**config.mk**
```make
export PLATFORM = sky130hd
export DESIGN_NAME = gan_layer_datapath_flat
export DESIGN_NICKNAME = d
export VERILOG_FILES = /design/src/rtl/gan_layer_datapath_if.sv /design/src/rtl/gan_layer_datapath.sv /design/src/flat_wrapper.sv
export SDC_FILE = /design/constraint.sdc
export NUM_CORES = 1
export LEC_CHECK = 0
export ABC_AREA = 1
export CAP_MARGIN = 20
export CORE_MARGIN = 8
export CORE_UTILIZATION = 54
export DETAILED_ROUTE_END_ITERATION = 8
export PLACE_DENSITY = 0.79
export SLEW_MARGIN = 20
export SYNTH_ARGS = -nofsm -noshare
export SYNTH_HDL_FRONTEND = slang
export SYNTH_SLANG_ARGS = --single-unit
```
**constraint.sdc**
```tcl
create_clock -name Clock -period 7.5 [get_ports Clock]
set_clock_uncertainty 0.05 [all_clocks]
set_input_delay 1.125 -clock Clock [delete_from_list [all_inputs] [get_ports Clock]]
set_output_delay 1.125 -clock Clock [all_outputs]
set_load 0.01 [all_outputs]
```
**src/rtl/gan_layer_datapath_if.sv**
```systemverilog
// rtl/gan_layer_datapath_if.sv - control word, ROM read and output-memory write signals of the GAN layer datapath
interface gan_layer_datapath_if #(
  parameter int DATA_W = 8
);
  logic [9:0]        Ctrl;
  logic [DATA_W-1:0] In_data;
  logic [DATA_W-1:0] W_data;
  logic [DATA_W-1:0] B_data;
  logic [4:0]        Wb_count;
  logic [2:0]        O_count;
  logic              W_rd;
  logic [4:0]        W_addr;
  logic              B_rd;
  logic [2:0]        B_addr;
  logic              Out_we;
  logic [2:0]        Out_addr;
  logic [DATA_W-1:0] Out_data;

  modport master (
    output Ctrl, In_data, W_data, B_data,
    input  Wb_count, O_count, W_rd, W_addr, B_rd, B_addr, Out_we, Out_addr, Out_data
  );

  modport slave (
    input  Ctrl, In_data, W_data, B_data,
    output Wb_count, O_count, W_rd, W_addr, B_rd, B_addr, Out_we, Out_addr, Out_data
  );
endinterface

```
**src/rtl/gan_layer_datapath.sv**
```systemverilog
// rtl/gan_layer_datapath.sv - GAN layer datapath: counters, ROM strobes, signed MAC and ReLU-saturated output writes
module gan_layer_datapath #(
  parameter int DATA_W = 8,
  parameter int ACC_W  = 20
) (
  input  logic                 Clock,
  input  logic                 Reset,
  gan_layer_datapath_if.slave  bus
);
  localparam logic signed [ACC_W-1:0] SAT_MAX = ACC_W'((1 << (DATA_W - 1)) - 1);

  logic load_s, res_reg_all, en_input_reg, en_w_mem, en_b_mem;
  logic en_out_mem, en_wb_count, en_o_count, res_wb_count, res_o_count;

  assign load_s       = bus.Ctrl[9];
  assign res_reg_all  = bus.Ctrl[8];
  assign en_input_reg = bus.Ctrl[7];
  assign en_w_mem     = bus.Ctrl[6];
  assign en_b_mem     = bus.Ctrl[5];
  assign en_out_mem   = bus.Ctrl[4];
  assign en_wb_count  = bus.Ctrl[3];
  assign en_o_count   = bus.Ctrl[2];
  assign res_wb_count = bus.Ctrl[1];
  assign res_o_count  = bus.Ctrl[0];

  logic [4:0] wb_count;
  logic [2:0] o_count;
  logic       w_rd, b_rd;

  logic signed [DATA_W-1:0]   in_reg, a_q;
  logic                       mac_v, bias_v;
  logic signed [ACC_W-1:0]    acc, acc_sum, prod_ext, bias_ext;
  logic signed [2*DATA_W-1:0] prod;
  logic [DATA_W-1:0]          sat_val;

  logic              out_we;
  logic [2:0]        out_addr;
  logic [DATA_W-1:0] out_data;

  // Clears take priority over the matching enables.
  always_ff @(posedge Clock) begin
    if (!Reset || !res_wb_count) begin
      wb_count <= '0;
    end else if (en_wb_count) begin
      wb_count <= wb_count + 5'd1;
    end
  end

  always_ff @(posedge Clock) begin
    if (!Reset || !res_o_count) begin
      o_count <= '0;
    end else if (en_o_count) begin
      o_count <= o_count + 3'd1;
    end
  end

  assign w_rd = Reset & en_w_mem & res_reg_all;
  assign b_rd = Reset & en_b_mem & res_reg_all;

  assign prod     = a_q * $signed(bus.W_data);
  assign prod_ext = ACC_W'(prod);
  assign bias_ext = ACC_W'($signed(bus.B_data));
  assign acc_sum  = acc + (mac_v ? prod_ext : '0) + (bias_v ? bias_ext : '0);

  // ReLU followed by clamp to the largest positive output code.
  always_comb begin
    sat_val = acc_sum[DATA_W-1:0];
    if (acc_sum[ACC_W-1]) begin
      sat_val = '0;
    end else if (acc_sum > SAT_MAX) begin
      sat_val = SAT_MAX[DATA_W-1:0];
    end
  end

  always_ff @(posedge Clock) begin
    if (!Reset) begin
      acc      <= '0;
      in_reg   <= '0;
      a_q      <= '0;
      mac_v    <= 1'b0;
      bias_v   <= 1'b0;
      out_we   <= 1'b0;
      out_addr <= '0;
      out_data <= '0;
    end else if (!res_reg_all) begin
      acc    <= '0;
      in_reg <= '0;
      a_q    <= '0;
      mac_v  <= 1'b0;
      bias_v <= 1'b0;
      out_we <= 1'b0;
    end else begin
      mac_v  <= w_rd;
      bias_v <= b_rd;
      if (w_rd) begin
        a_q <= in_reg;
      end
      // Load_s=0 feeds the saturated layer result back as the next input.
      if (en_input_reg) begin
        in_reg <= load_s ? $signed(bus.In_data) : $signed(sat_val);
      end
      if (en_out_mem) begin
        out_we   <= 1'b1;
        out_addr <= o_count;
        out_data <= sat_val;
        acc      <= '0;
      end else begin
        out_we <= 1'b0;
        acc    <= acc_sum;
      end
    end
  end

  assign bus.Wb_count = wb_count;
  assign bus.O_count  = o_count;
  assign bus.W_rd     = w_rd;
  assign bus.W_addr   = wb_count;
  assign bus.B_rd     = b_rd;
  assign bus.B_addr   = o_count;
  assign bus.Out_we   = out_we;
  assign bus.Out_addr = out_addr;
  assign bus.Out_data = out_data;
endmodule

```
**src/flat_wrapper.sv**
```systemverilog
// flat-port wrapper written by rule: the top's interface ports become plain ports
module gan_layer_datapath_flat 
#(
  parameter int DATA_W = 8,
  parameter int ACC_W  = 20
)
  (Clock, Reset, bus_Ctrl, bus_In_data, bus_W_data, bus_B_data, bus_Wb_count, bus_O_count, bus_W_rd, bus_W_addr, bus_B_rd, bus_B_addr, bus_Out_we, bus_Out_addr, bus_Out_data);
  gan_layer_datapath_if #(.DATA_W(DATA_W)) bus_i ();
  input  logic Clock;
  input  logic Reset;
  input wire logic [$bits(bus_i.Ctrl)-1:0] bus_Ctrl;
  input wire logic [$bits(bus_i.In_data)-1:0] bus_In_data;
  input wire logic [$bits(bus_i.W_data)-1:0] bus_W_data;
  input wire logic [$bits(bus_i.B_data)-1:0] bus_B_data;
  output wire logic [$bits(bus_i.Wb_count)-1:0] bus_Wb_count;
  output wire logic [$bits(bus_i.O_count)-1:0] bus_O_count;
  output wire logic [$bits(bus_i.W_rd)-1:0] bus_W_rd;
  output wire logic [$bits(bus_i.W_addr)-1:0] bus_W_addr;
  output wire logic [$bits(bus_i.B_rd)-1:0] bus_B_rd;
  output wire logic [$bits(bus_i.B_addr)-1:0] bus_B_addr;
  output wire logic [$bits(bus_i.Out_we)-1:0] bus_Out_we;
  output wire logic [$bits(bus_i.Out_addr)-1:0] bus_Out_addr;
  output wire logic [$bits(bus_i.Out_data)-1:0] bus_Out_data;
  assign bus_i.Ctrl = bus_Ctrl;
  assign bus_i.In_data = bus_In_data;
  assign bus_i.W_data = bus_W_data;
  assign bus_i.B_data = bus_B_data;
  assign bus_Wb_count = bus_i.Wb_count;
  assign bus_O_count = bus_i.O_count;
  assign bus_W_rd = bus_i.W_rd;
  assign bus_W_addr = bus_i.W_addr;
  assign bus_B_rd = bus_i.B_rd;
  assign bus_B_addr = bus_i.B_addr;
  assign bus_Out_we = bus_i.Out_we;
  assign bus_Out_addr = bus_i.Out_addr;
  assign bus_Out_data = bus_i.Out_data;
  gan_layer_datapath #(.DATA_W(DATA_W), .ACC_W(ACC_W)) u_core (.Clock(Clock), .Reset(Reset), .bus(bus_i));
endmodule
```
==> impl_metrics.toml, run 1 <==
[outcome]
status = "finished, final reports clean"

[yosys]
async_flop_share = 0
synth-edff-count = 0
ys_seq_elements = 58
seq_area_frac_synth = 0.1749
synth_ff_type = "dfxtp_1"
netlist_area_sq_mm = 0.006638
synth_warnings = 0
synth_nets = 1101
netlist_instances = 940
avgSynthCellArea_sq_um = 7.061
ys_types = 42

[routing]
drt_iter0_drc = 468
avgViaCountPerCell = 5.014
ant_nets = 0
post-route-drc-count = 0
drtPass1Iterations = 5
wl_per_cell_um = 13.87
vias = 6122
wl_um = 16940

[critical_path]
crit_top_cell = "nand2_1"
cp_data_required_time_ps = 7660
cp_slowest_cell = "fa_1"
critical_path.top_delay_family = "adder cells"
cp-start-kind = "primary input"
worstPathMaxFanout = 7
arrival_ps = 7420
cp.buffers_inverters = 9
critical_path_class = "in -> reg"
critPathMaxStageDelay_ps = 560
cp-end-kind = "flip-flop"

[global_route]
grt_overflow = 0
antenna_found_initial = 0
grt_pass1_vias = 6145
grt_first_pass_wirelength_um = 28230
grt_max_degree = 21
grt_use_total = 0.2144

[floorplan]
core_area_sq_mm = 0.01201
die_area_sq_mm = 0.01610
row_count = 40
start_util = 0.5526
die_y_um = 126.9
dieWidth_um = 126.9
top_level_ports = 66

[timing]
maxSlewHeadroom = 0.6608
hold_viol = 0
tightest_slew_ps = 507.6
layout_min_cycle_time_ps = 7254
finalSetupViolCount = 0
final.setup.tns_ps = 0
slew_viol_final = 0
fmax_mhz = 137.9
final.period_utilization = 0.9672

[job]
maxCapViolations = 0

[cells_and_area]
n_fill_cell = 929
area_delta_synth_final_pct = 28.90
multi_input_area_sq_mm = 0.004678
fin_nets = 1230
final_area_sq_mm = 0.008556
drive_above_1_share = 0.1816
largest_reg_flops = 20
finalNonFillerCells = 1221
regMostFlops = "u_core.acc"
n_antenna_cell = 0
seq_area_sq_mm = 0.001161
final_util = 0.7123

[cts]
cts.clk_slew.worst_paths_ps = 50
clock-sinks = 58
clk_path_buf_depth = 2
cts_max_level = 3
clkLatencyLatePin_ps = 330
numCtsBuffers = 9
root_buffer = "clkbuf_16"
tritoncts = "built"

[place]
gp_congestion = 0.9127
placed_area_sq_mm = 0.007940
dp_hpwl_um = 13360
dp.cells = 1202
place.port_buffers = 65

[hold_path]
min_path_type = "reg -> reg"

[power_and_ir_drop]
vdd_drop_max_v = 0.0001524
total_power_w = 0.001009
p_per_area_mw_per_mm2 = 118.0
leakage_nw = 4.708
-- worst paths after layout --
kind / slack [ps] / end / cells after the start / from
worst max-delay path: 250 / u_core.in_reg[2]$_SDFFE_PN0P_ / 39 / bus_W_data[7]
worst min-delay path: 400 / u_core.bus.Out_data[7]$_SDFFE_PN0P_ / 2 / u_core.bus.Out_data[7]$_SDFFE_PN0P_
worst max register to register: 720 / u_core.in_reg[2]$_SDFFE_PN0P_ / 37 / u_core.a_q[7]$_SDFFE_PN0P_
worst min register to register: 400 / u_core.bus.Out_data[7]$_SDFFE_PN0P_ / 2 / u_core.bus.Out_data[7]$_SDFFE_PN0P_
-- repair_timing --
item	in CTS	in global routing
endpoints found under the setup margin	15	16
setup buffers	1	2
pin swaps	20	37
resized for setup	29	51
hold buffers	0	0
-- placed cells by master, fill, tap and decap left out, types with 4 or more instances in the layout --
| master | n |
|---|---|
| ha_1 | 40 |
| inv_1 | 235 |
| inv_2 | 6 |
| nor2_1 | 66 |
| ha_4 | 10 |
| clkbuf_16 | 9 |
| clkdlybuf4s50_1 | 57 |
| nand4_1 | 10 |
| nand3_2 | 5 |
| a31oi_1 | 4 |
| buf_4 | 85 |
| nand2_1 | 221 |
| nand2_2 | 20 |
| nor3_2 | 4 |
| nand2_4 | 5 |
| a21oi_2 | 15 |
| dfxtp_1 | 58 |
| xnor2_1 | 12 |
| o21ai_0 | 17 |
| a21oi_1 | 37 |
| o21ai_1 | 5 |
| dlymetal6s2s_1 | 5 |
| nor2_2 | 9 |
| fa_1 | 75 |
| nand3_1 | 20 |
-- routing by layer --
metal  track usage  wire length (um)
met1        0.2576              7001
met2        0.3623              8262
met3       0.06494              1307
met4       0.06158               364
met5             0                 0
-- cells by family after synthesis --
family | share of synthesized area
adders and majority gates | 0.3205
buffers and inverters | 0.1619
xor gates and xnor gates | 0.02394
DFF | 0.1749
and+or+nand+nor | 0.2454
muxes | 0.001508
AOI/OAI and AO/OA | 0.07182
-- final cells by class --
cell class                      count  share of cell area
Clock inverter                      4            0.005703
Tap cell                          147             0.02150
Clock buffer                       12             0.03115
Inverter                          242              0.1062
Timing Repair Buffer              152              0.1530
Sequential cell                    58              0.1357
Multi-Input combinational cell    606              0.5468
-- tightest hold or removal path, delay by kind of cell (launching register included) --
family	cells	cell delay [ps]
DFF	1	310
and+or+nand+nor	2	110
-- cell usage after synthesis, types with 2 or more instances --
cell | count | area, sq um
a21oi_1 | 46 | 230.2
a21oi_2 | 7 | 61.31
a31oi_1 | 4 | 25.02
buf_4 | 8 | 60.06
clkbuf_1 | 23 | 86.33
dfxtp_1 | 58 | 1161
fa_1 | 75 | 1501
ha_1 | 50 | 625.6
inv_1 | 240 | 900.9
nand2_1 | 233 | 874.6
nand2_2 | 10 | 62.56
nand2_4 | 3 | 33.78
nand3_1 | 22 | 110.1
nand3_2 | 3 | 30.03
nand3b_1 | 3 | 22.52
nand4_1 | 10 | 62.56
nor2_1 | 73 | 274.0
nor2_2 | 2 | 12.51
nor2_4 | 3 | 33.78
nor3_1 | 7 | 35.03
o21ai_0 | 24 | 120.1
or2_2 | 3 | 18.77
xnor2_1 | 12 | 105.1
xor2_1 | 3 | 26.28
-- where the power goes --
group	total (W)	switching, W	internal, W
Combinational	0.000256	0.000135	0.000120
Clock	0.000428	0.000145	0.000283
Sequential	0.000326	0.00000761	0.000318
-- through the flow --
stage	setup WS (ps)	hold WS, ps
2_1_floorplan	101.0	386.4
3_5_place_dp	-651.8	397.5
5_1_grt	-49.43	427.2
4_1_cts	1.382	406.2
6_report	246.3	402.8
3_3_place_gp	-506.8	378.0
(Power assumes the default switching activity.)
==> run 2, diff against run 1 <==
- CORE_ASPECT_RATIO: not set -> 1.2
==> impl_metrics.toml, run 2 (synthesized netlist as in run 1, its figures left out) <==
[timing]
hold_viol = 0
finalSetupViolCount = 0
fin_hold_ws_ps = 392.4
layout_min_cycle_time_ps = 7352
tightest_slew_ps = 587.4
fmax_mhz = 136.0
final.period_utilization = 0.9803
slew_viol_final = 0
maxSlewHeadroom = 0.6074

[job]
maxCapViolations = 0

[place]
dp.cells = 1213
place.port_buffers = 65
dp_hpwl_um = 13620
gp_congestion = 0.8877

[floorplan]
dieWidth_um = 117.2
row_count = 44
top_level_ports = 66
die_y_um = 137.5
die_area_sq_mm = 0.01611
core_area_sq_mm = 0.01206
start_util = 0.5505

[cts]
cts_max_level = 3
root_buffer = "clkbuf_16"
cts.clk_slew.worst_paths_ps = 50
clk_path_buf_depth = 2
clock-sinks = 58
clkLatencyLatePin_ps = 340
numCtsBuffers = 9
tritoncts = "built"

[routing]
ant_nets = 0
vias = 6295
avgViaCountPerCell = 5.089
drt_iter0_drc = 468
drtPass1Iterations = 7
wl_per_cell_um = 14.71
post-route-drc-count = 0
wl_um = 18190

[global_route]
grt_first_pass_wirelength_um = 29090
antenna_found_initial = 0
grt_max_degree = 21
grt_pass1_vias = 6481
grt_overflow = 0
grt_use_total = 0.2288

[hold_path]
min_path_type = "reg -> reg"

[critical_path]
ff2ff_path_depth = 38
cp-start-kind = "primary input"
crit_start = "bus_W_data[2]"
endpoint = "u_core.in_reg[6]$_SDFFE_PN0P_"
worstReg2RegStart = "u_core.a_q[3]$_SDFFE_PN0P_"
crit_top_cell = "nand2_1"
cp_data_required_time_ps = 7670
worstPathMaxFanout = 7
reg2reg_to = "u_core.in_reg[6]$_SDFFE_PN0P_"
critical_path_class = "in -> reg"
cp_slowest_cell = "fa_1"
ff2ff_setup_slack_ps = 610
critPathMaxStageDelay_ps = 560
cp-end-kind = "flip-flop"
arrival_ps = 7520

[power_and_ir_drop]
leakage_nw = 4.751
vdd_drop_max_v = 0.0001212
total_power_w = 0.001039
p_per_area_mw_per_mm2 = 119.4

[cells_and_area]
mostFrequentLayoutCells = "inv_1 (233), nand2_1 (215), buf_4 (88)"
area_delta_synth_final_pct = 31.08
finalNonFillerCells = 1237
fin_nets = 1233
drive_above_1_share = 0.1998
regMostFlops = "u_core.acc"
n_antenna_cell = 0
n_fill_cell = 891
largest_reg_flops = 20
final_common_cell = "inv_1"

[outcome]
status = "finished, final reports clean"
[run 2: cell count changes in the layout (fill, tap and decap cells not counted), moves of 3 or more]
cell	delta
buf_4	+3
a21oi_1	-3
nor2_1	-3
nand2_1	-6
nand2_2	+5
ha_1	-3
[run 2: layer usage]
| metal | global-route usage | routed length [um] | vias up |
|---|---|---|---|
| met5 | 0 | 0 | - |
| met4 | 0.09551 | 617 | 0 |
| met3 | 0.03728 | 964 | 56 |
| met2 | 0.4328 | 9830 | 223 |
| met1 | 0.2425 | 6782 | 2973 |
| li1 | - | - | 3043 |
[run 2: critical path: cells and delay by family]
family                   cells  cell delay [ps]
AO/OA/AOI/OAI                4              480
AND/OR/NAND/NOR             20             2060
adder cells (fa/ha/maj)      7             3110
buffers and inverters        8              730
[run 2: repair_timing]
item,CTS,global route
resized for setup,45,55
pin swaps,26,40
hold endpoints to repair,0,0
setup buffers,3,6
hold buffers,0,0
setup endpoints to repair,15,15
[run 2: how the worst min path moves through the flow]
| stage | to | slack [ps] | from | cells after the start |
|---|---|---|---|---|
| global route | u_core.bus.Out_data[7]$_SDFFE_PN0P_ | 420 | u_core.bus.Out_data[7]$_SDFFE_PN0P_ | 2 |
| CTS | u_core.bus.Out_data[7]$_SDFFE_PN0P_ | 390 | u_core.bus.Out_data[7]$_SDFFE_PN0P_ | 2 |
| global placement | u_core.bus.Out_data[7]$_SDFFE_PN0P_ | 380 | u_core.bus.Out_data[7]$_SDFFE_PN0P_ | 2 |
| detailed placement | u_core.bus.Out_data[7]$_SDFFE_PN0P_ | 390 | u_core.bus.Out_data[7]$_SDFFE_PN0P_ | 2 |
| floorplan | u_core.a_q[0]$_SDFFE_PN0P_ | 390 | u_core.in_reg[0]$_SDFFE_PN0P_ | 2 |
| finish | u_core.bus.Out_data[7]$_SDFFE_PN0P_ | 390 | u_core.bus.Out_data[7]$_SDFFE_PN0P_ | 2 |
[run 2: power breakdown]
part	internal [W]	switching, W
sequential	0.000318	0.00000849
combinational	0.000122	0.000143
clock	0.000297	0.000150
[run 2: area by class of cell]
type,count,area [sq um],area share
clock inverter,5,78.83,0.009060
clock buffer,10,239.0,0.02747
inverter,242,908.4,0.1044
tap,161,201.4,0.02315
sequential,58,1161,0.1334
timing repair buffer,155,1336,0.1536
multi-input combinational,606,4776,0.5489
[run 2: per-stage QoR]
stage	TNS (ps)	instance area [sq um]	setup slack, ps	utilization
after detailed placement	-10330	7935	-681.8	0.6582
after global placement	-8066	7935	-569.5	0.6582
after floorplan	0	6641	101.0	-
after global routing	-1573	8701	-152.3	0.7217
after CTS	0	8476	22.14	0.7030
final	0	8701	147.8	0.7217
==> run 3, diff against run 2 <==
- TNS_END_PERCENT: not set -> 10
==> results of run 3 <==
Final layout, timing and power as in run 2 (identical DEF).
